===== config.mk =====
export PLATFORM = sky130hd
export DESIGN_NAME = mem_bus_ctrl_flat
export DESIGN_NICKNAME = d
export VERILOG_FILES = /design/src/rtl/mem_bus_if.sv /design/src/rtl/mem_bus_ctrl.sv /design/src/flat_wrapper.sv
export SDC_FILE = /design/constraint.sdc
export NUM_CORES = 1
export LEC_CHECK = 0
export BUFFER_PORTS_ARGS = -buffer_cell sky130_fd_sc_hd__buf_2
export CORE_MARGIN = 1.5
export CORE_UTILIZATION = 25
export CTS_BUF_LIST = sky130_fd_sc_hd__clkbuf_4 sky130_fd_sc_hd__clkbuf_8 sky130_fd_sc_hd__clkbuf_16
export DETAILED_ROUTE_END_ITERATION = 8
export PLACE_DENSITY = 0.52
export SYNTH_ARGS = -nofsm -noshare
export SYNTH_HDL_FRONTEND = slang
export SYNTH_SLANG_ARGS = --single-unit

===== constraint.sdc =====
create_clock -name clk -period 2.4 [get_ports clk]
set_clock_uncertainty 0.1 [all_clocks]
set_input_delay 0.36 -clock clk [delete_from_list [all_inputs] [get_ports clk]]
set_output_delay 0.36 -clock clk [all_outputs]
set_load 0.05 [all_outputs]

===== src/rtl/mem_bus_if.sv =====
// Core-side request/ready channels and RAM-side strobes of the memory bus controller.
// master drives requests and RAM read data; slave is the controller.
interface mem_bus_if #(
    parameter int unsigned W = 32
);
    logic           if_req;
    logic [W-1:0]   if_addr;
    logic [W-1:0]   if_data;
    logic           if_ready;

    logic           ld_req;
    logic [W-1:0]   ld_addr;
    logic [W-1:0]   ld_data;
    logic           ld_ready;

    logic           st_req;
    logic [W-1:0]   st_addr;
    logic [W-1:0]   st_data;
    logic [W/8-1:0] st_be;
    logic           st_ready;

    logic           mem_en;
    logic           mem_we;
    logic [W/8-1:0] mem_be;
    logic [W-3:0]   mem_addr;
    logic [W-1:0]   mem_wdata;
    logic [W-1:0]   mem_rdata;

    logic           busy;

    modport master (
        output if_req, if_addr, ld_req, ld_addr,
               st_req, st_addr, st_data, st_be, mem_rdata,
        input  if_data, if_ready, ld_data, ld_ready, st_ready,
               mem_en, mem_we, mem_be, mem_addr, mem_wdata, busy
    );

    modport slave (
        input  if_req, if_addr, ld_req, ld_addr,
               st_req, st_addr, st_data, st_be, mem_rdata,
        output if_data, if_ready, ld_data, ld_ready, st_ready,
               mem_en, mem_we, mem_be, mem_addr, mem_wdata, busy
    );
endinterface


===== src/rtl/mem_bus_ctrl.sv =====
// Serializes fetch/load/store requests onto one single-port RAM with fixed read latency,
// returning completions as one-cycle ready pulses. Priority: store > load > fetch.
module mem_bus_ctrl #(
    parameter int unsigned W       = 32,
    parameter int unsigned MEM_LAT = 2
) (
    input  logic     clk,
    input  logic     rst,
    mem_bus_if.slave bus
);
    localparam int unsigned BE_W  = W / 8;
    localparam int unsigned AW    = W - 2;
    localparam int unsigned CNT_W = (MEM_LAT > 1) ? $clog2(MEM_LAT) : 1;

    typedef enum logic [1:0] {
        IDLE = 2'd0,
        RD   = 2'd1,
        ACK  = 2'd2,
        WR   = 2'd3
    } state_t;

    state_t           state;
    logic [CNT_W-1:0] cnt;
    logic             rd_is_ld;

    // Byte-offset bits are irrelevant for word accesses.
    logic unused_ok;
    assign unused_ok = ^{bus.if_addr[1:0], bus.ld_addr[1:0], bus.st_addr[1:0]};

    always_ff @(posedge clk) begin
        if (!rst) begin
            state         <= IDLE;
            cnt           <= '0;
            rd_is_ld      <= 1'b0;
            bus.if_data   <= '0;
            bus.if_ready  <= 1'b0;
            bus.ld_data   <= '0;
            bus.ld_ready  <= 1'b0;
            bus.st_ready  <= 1'b0;
            bus.mem_en    <= 1'b0;
            bus.mem_we    <= 1'b0;
            bus.mem_be    <= '0;
            bus.mem_addr  <= '0;
            bus.mem_wdata <= '0;
            bus.busy      <= 1'b0;
        end else begin
            // Strobes and ready pulses last exactly one cycle unless re-asserted below.
            bus.if_ready <= 1'b0;
            bus.ld_ready <= 1'b0;
            bus.st_ready <= 1'b0;
            bus.mem_en   <= 1'b0;
            bus.mem_we   <= 1'b0;
            bus.mem_be   <= '0;

            case (state)
                IDLE: begin
                    if (bus.st_req) begin
                        state         <= WR;
                        bus.mem_en    <= 1'b1;
                        bus.mem_we    <= 1'b1;
                        bus.mem_be    <= BE_W'(bus.st_be);
                        bus.mem_addr  <= AW'(bus.st_addr[W-1:2]);
                        bus.mem_wdata <= bus.st_data;
                        bus.st_ready  <= 1'b1;
                        bus.busy      <= 1'b1;
                    end else if (bus.ld_req || bus.if_req) begin
                        state        <= RD;
                        rd_is_ld     <= bus.ld_req;
                        cnt          <= CNT_W'(MEM_LAT - 1);
                        bus.mem_en   <= 1'b1;
                        bus.mem_addr <= bus.ld_req ? AW'(bus.ld_addr[W-1:2])
                                                   : AW'(bus.if_addr[W-1:2]);
                        bus.busy     <= 1'b1;
                    end else begin
                        bus.busy <= 1'b0;
                    end
                end

                RD: begin
                    // Read data lands on the last RD cycle; capture it for the granted channel.
                    if (cnt == '0) begin
                        state <= ACK;
                        if (rd_is_ld) begin
                            bus.ld_data  <= bus.mem_rdata;
                            bus.ld_ready <= 1'b1;
                        end else begin
                            bus.if_data  <= bus.mem_rdata;
                            bus.if_ready <= 1'b1;
                        end
                    end else begin
                        cnt <= cnt - CNT_W'(1);
                    end
                end

                ACK: begin
                    state    <= IDLE;
                    bus.busy <= 1'b0;
                end

                WR: begin
                    state    <= IDLE;
                    bus.busy <= 1'b0;
                end

                default: begin
                    state    <= IDLE;
                    bus.busy <= 1'b0;
                end
            endcase
        end
    end
endmodule


===== src/flat_wrapper.sv =====
// flat-port wrapper written by rule: the top's interface ports become plain ports
module mem_bus_ctrl_flat 
#(
    parameter int unsigned W       = 32,
    parameter int unsigned MEM_LAT = 2
)
  (clk, rst, bus_if_req, bus_if_addr, bus_ld_req, bus_ld_addr, bus_st_req, bus_st_addr, bus_st_data, bus_st_be, bus_mem_rdata, bus_if_data, bus_if_ready, bus_ld_data, bus_ld_ready, bus_st_ready, bus_mem_en, bus_mem_we, bus_mem_be, bus_mem_addr, bus_mem_wdata, bus_busy);
  mem_bus_if #(.W(W)) bus_i ();
  input  logic clk;
  input  logic rst;
  input wire logic [$bits(bus_i.if_req)-1:0] bus_if_req;
  input wire logic [$bits(bus_i.if_addr)-1:0] bus_if_addr;
  input wire logic [$bits(bus_i.ld_req)-1:0] bus_ld_req;
  input wire logic [$bits(bus_i.ld_addr)-1:0] bus_ld_addr;
  input wire logic [$bits(bus_i.st_req)-1:0] bus_st_req;
  input wire logic [$bits(bus_i.st_addr)-1:0] bus_st_addr;
  input wire logic [$bits(bus_i.st_data)-1:0] bus_st_data;
  input wire logic [$bits(bus_i.st_be)-1:0] bus_st_be;
  input wire logic [$bits(bus_i.mem_rdata)-1:0] bus_mem_rdata;
  output wire logic [$bits(bus_i.if_data)-1:0] bus_if_data;
  output wire logic [$bits(bus_i.if_ready)-1:0] bus_if_ready;
  output wire logic [$bits(bus_i.ld_data)-1:0] bus_ld_data;
  output wire logic [$bits(bus_i.ld_ready)-1:0] bus_ld_ready;
  output wire logic [$bits(bus_i.st_ready)-1:0] bus_st_ready;
  output wire logic [$bits(bus_i.mem_en)-1:0] bus_mem_en;
  output wire logic [$bits(bus_i.mem_we)-1:0] bus_mem_we;
  output wire logic [$bits(bus_i.mem_be)-1:0] bus_mem_be;
  output wire logic [$bits(bus_i.mem_addr)-1:0] bus_mem_addr;
  output wire logic [$bits(bus_i.mem_wdata)-1:0] bus_mem_wdata;
  output wire logic [$bits(bus_i.busy)-1:0] bus_busy;
  assign bus_i.if_req = bus_if_req;
  assign bus_i.if_addr = bus_if_addr;
  assign bus_i.ld_req = bus_ld_req;
  assign bus_i.ld_addr = bus_ld_addr;
  assign bus_i.st_req = bus_st_req;
  assign bus_i.st_addr = bus_st_addr;
  assign bus_i.st_data = bus_st_data;
  assign bus_i.st_be = bus_st_be;
  assign bus_i.mem_rdata = bus_mem_rdata;
  assign bus_if_data = bus_i.if_data;
  assign bus_if_ready = bus_i.if_ready;
  assign bus_ld_data = bus_i.ld_data;
  assign bus_ld_ready = bus_i.ld_ready;
  assign bus_st_ready = bus_i.st_ready;
  assign bus_mem_en = bus_i.mem_en;
  assign bus_mem_we = bus_i.mem_we;
  assign bus_mem_be = bus_i.mem_be;
  assign bus_mem_addr = bus_i.mem_addr;
  assign bus_mem_wdata = bus_i.mem_wdata;
  assign bus_busy = bus_i.busy;
  mem_bus_ctrl #(.W(W), .MEM_LAT(MEM_LAT)) u_core (.clk(clk), .rst(rst), .bus(bus_i));
endmodule

==> key figures <==
Timing
  • Final hold violation count: 0
  • Slew headroom: 0.527
  • Unrepaired setup endpoints after global routing: no
  • Final Max Tran Viols: 0
  • Slew at the pin closest to its max-slew limit: between 0.7 and 0.8 ns
  • Worst Slack Setup Final: ~0.63 ns
  • Total negative slack for setup checks: 0 ns
  • Total of endpoints with negative setup slack in the final report: 0
  • Highest Clock Rate: approximately 560 MHz
  • Fin crit share: 0.738
  • Fin crit period: between 1.5 and 2 ns

Route
  • Avg Vias per Cell: approximately 4.3
  • Routed WL per cell: between 10 and 15 um
  • Final antenna-violating net count: 0
  • Routed Wire Length: 16500 um
  • Detailed Route Iter0 Violations: between 100 and 150
  • 1st-pass router iterations: 4
  • Remaining routing DRC violations: 0
  • Number of vias in the routed layout: 5142

Final layout
  • Final layout net count: ~1100
  • Layout Area Growth over Synthesis: 43.9%
  • Layout cell share with drive strength beyond 1: 0.377
  • Filler cells: around 2200
  • Fin util: 0.365

Logic synthesis
  • Share of the synthesized area in compound gates (AO/OA/AOI/OAI): 0.179
  • Synthesized-area fraction occupied by and/or/nand/nor cells: 0.187
  • Synthesized area per cell: between 8 and 9 um2
  • Net Count, Synth: between 800 and 900
  • Synthesized flop and latch total: 139
  • Ys Warns: 0
  • Post-synthesis sequential area ratio: 0.524
  • EDFF count, synth: 0
  • Post-synthesis adder-cell area fraction: 0
  • Area share of xor/xnor cells in the synthesized design: 0
  • Proportion of register bits with asynchronous set or reset after synthesis: 0
  • Multiplexer fraction of the synthesized cell area: 0.0584
  • Syn Inst Count: around 640
  • Most used flip-flop cell after synthesis: sky130_fd_sc_hd__dfxtp_1
  • Cell Area, Synth: around 5300 um2
  • Combinational family with the most area after synthesis: simple AND/OR/NAND/NOR gates
  • Number of distinct library cells after synthesis: 31

Floorplan
  • Effective utilization at floorplan: 0.253
  • Core Region: between 20000 and 25000 um2
  • Die span in y: roughly 150 um
  • # IOs: 305
  • Die ar.: 22100 um2
  • Placement Rows: 53
  • Die Span X: around 150 um

Run status
  • Result of the run: completed

Flow run
  • Number of maximum-capacitance violations: 0

Critical path
  • Slowest stage cell on the critical path: sky130_fd_sc_hd__or3b_2
  • Data arrival time at the worst-slack endpoint: between 2 and 2.5 ns
  • Crit path capture type: flip-flop
  • Critical path start-end classification: reg -> reg
  • CP top delay family: simple AND/OR/NAND/NOR gates
  • Number of buffers and inverters on the critical path: 0
  • Sequence of cells on the critical path: or3b_2 > nand2_1 > a21oi_1
  • Largest stage delay, worst path: about 0.68 ns
  • Max Fanout on Critical Path: 32
  • Launch point of the worst reg-to-reg path: u_core.state[1]
  • Endpoint required time on the critical path: between 2 and 3 ns
  • Launching element of the worst setup path: u_core.state[1]
  • Critical Path Source Type: flip-flop

Clock tree
  • CTS tree: done
  • Clock latency on the worst-skew pair: around 0.41 ns
  • Number of buffers created by CTS: 17
  • Post-CTS Resized: 0
  • Clock H-tree levels: 4
  • Clk sinks: approximately 140
  • Post-CTS repair timing setup buffer count: 0
  • Maximum buffer depth of the clock tree: 2
  • Clock-pin slew of the registers on the worst-case setup and hold paths: 0.06 ns
  • CTS Root Buffer Type: sky130_fd_sc_hd__clkbuf_16
  • CTS Hold Bufs: 0

Placement
  • Pre-CTS setup slack: slightly below 0.6 ns
  • Number of input and output port buffers inserted: around 300
  • RePlAce Congestion: about 0.72
  • Half-perimeter wire length of the detailed placement result: 11500 um

GRT
  • GR Overflow Total: 0
  • Vias in the first global route: around 4800
  • Initial antenna violation count: 3
  • Maximum number of pins on one net before global-route repair: a little under 80
  • Global-route wire length before repair: roughly 25000 um
  • Global-route usage over all layers: 0.147

Power
  • Ratio of total power to cell area: about 850 nW/um2
  • Peak supply drop: approximately 0.00043 V
  • Lkg Pwr: 3.61 nW

Worst hold path
  • Class of the tightest hold or removal check: in -> reg
  • Launch instance of the worst min-delay path: bus_st_be[0]
## layer usage
metal	wire length [um]	GRT usage	up-vias
li1	-	-	2672
met1	7410	0.178	2272
met2	7720	0.245	178
met3	1080	0.0443	18
met4	301	0.0584	2
met5	8	0	-
## cell families after synthesis
| family | count (synthesis) |
|---|---|
| AND/OR/NAND/NOR | 245 |
| AO/OA/AOI/OAI | 163 |
| flip-flops | 139 |
| buffers and inverters | 57 |
| multiplexers | 31 |
## state kept, by name, indices dropped and copies added (netlist names), 2 cells and up
name,flops
u_core.bus.mem_addr,30
u_core.bus.if_data,32
u_core.state,2
u_core.bus.mem_be,4
u_core.bus.ld_data,32
u_core.bus.mem_wdata,32
## report_power, final
part | internal [W] | switching, W
Sequential | 0.00246 | 0.0000849
Combinational | 0.000368 | 0.000907
Clock | 0.00161 | 0.00109
## cell type report
class                   count  area [um2]  share of cell area
multi-input cells         439        2290               0.300
well taps                 275         344              0.0450
diodes                      2        5.00            0.000655
clock inverters            13         154              0.0201
flip-flops and latches    139        2780               0.364
inverters                   3        12.5             0.00164
clock buffers              19         453              0.0593
repair buffers            309        1600               0.209
## synthesized netlist by cell type, types with 2 or more instances
master                     number  share of area
sky130_fd_sc_hd__dfxtp_1      139           0.52
sky130_fd_sc_hd__nand2_1      225           0.16
sky130_fd_sc_hd__a21boi_1       4         0.0057
sky130_fd_sc_hd__buf_6          4         0.0085
sky130_fd_sc_hd__nor2_1         4         0.0028
sky130_fd_sc_hd__a21boi_0       3         0.0042
sky130_fd_sc_hd__o21ai_1        3         0.0028
sky130_fd_sc_hd__and2_1         4         0.0047
sky130_fd_sc_hd__o21ai_0       28          0.026
sky130_fd_sc_hd__buf_2         19          0.018
sky130_fd_sc_hd__mux2i_1       31          0.058
sky130_fd_sc_hd__a22o_1        30          0.049
sky130_fd_sc_hd__clkbuf_1      29          0.020
sky130_fd_sc_hd__inv_1          2         0.0014
sky130_fd_sc_hd__a21oi_1       93          0.088
sky130_fd_sc_hd__and3_1         2         0.0024
## worst reg2reg max path, delay by kind of cell, from the launching register on
family | cells | cell delay [ns]
AOI/OAI and AO/OA | 1 | 0.18
and+or+nand+nor | 2 | 0.81
DFF | 1 | 0.62
## through the flow
stage,std cells,instance area [um2],hold WS (ns),total power (W)
floorplan,635,5310,0.377,0.00348
global placement,1165,7030,0.339,0.00388
detailed placement,1165,7030,0.343,0.00389
CTS,1197,7640,0.0208,0.00664
global route,1198,7640,0.0290,0.00682
finish,1199,7640,0.0424,0.00652
## cell usage in the layout (no fill, tap or decap), types with 3 or more instances in the layout
cell type	synthesis	routed
sky130_fd_sc_hd__nand2_1	225	225
sky130_fd_sc_hd__clkinvlp_4	0	4
sky130_fd_sc_hd__clkbuf_16	0	17
sky130_fd_sc_hd__a21oi_1	93	92
sky130_fd_sc_hd__dfxtp_1	139	139
sky130_fd_sc_hd__a21boi_1	4	4
sky130_fd_sc_hd__o21ai_1	3	3
sky130_fd_sc_hd__buf_2	19	298
sky130_fd_sc_hd__a22o_1	30	30
sky130_fd_sc_hd__nor2_1	4	4
sky130_fd_sc_hd__mux2i_1	31	31
sky130_fd_sc_hd__and2_1	4	4
sky130_fd_sc_hd__buf_4	1	9
sky130_fd_sc_hd__a21boi_0	3	3
sky130_fd_sc_hd__o21ai_0	28	28
sky130_fd_sc_hd__inv_6	0	5
## path summary, 6_finish.rpt
kind                                   end  slack [ns]  cells past startpoint
setup reg to reg  u_core.bus.mem_wdata[13]        0.63                      3
hold / removal        u_core.bus.mem_be[0]        0.04                      2
hold reg to reg   u_core.bus.mem_wdata[22]        0.35                      2
setup / recovery  u_core.bus.mem_wdata[13]        0.63                      3
Note: power is estimated with default switching activity, not from simulation.
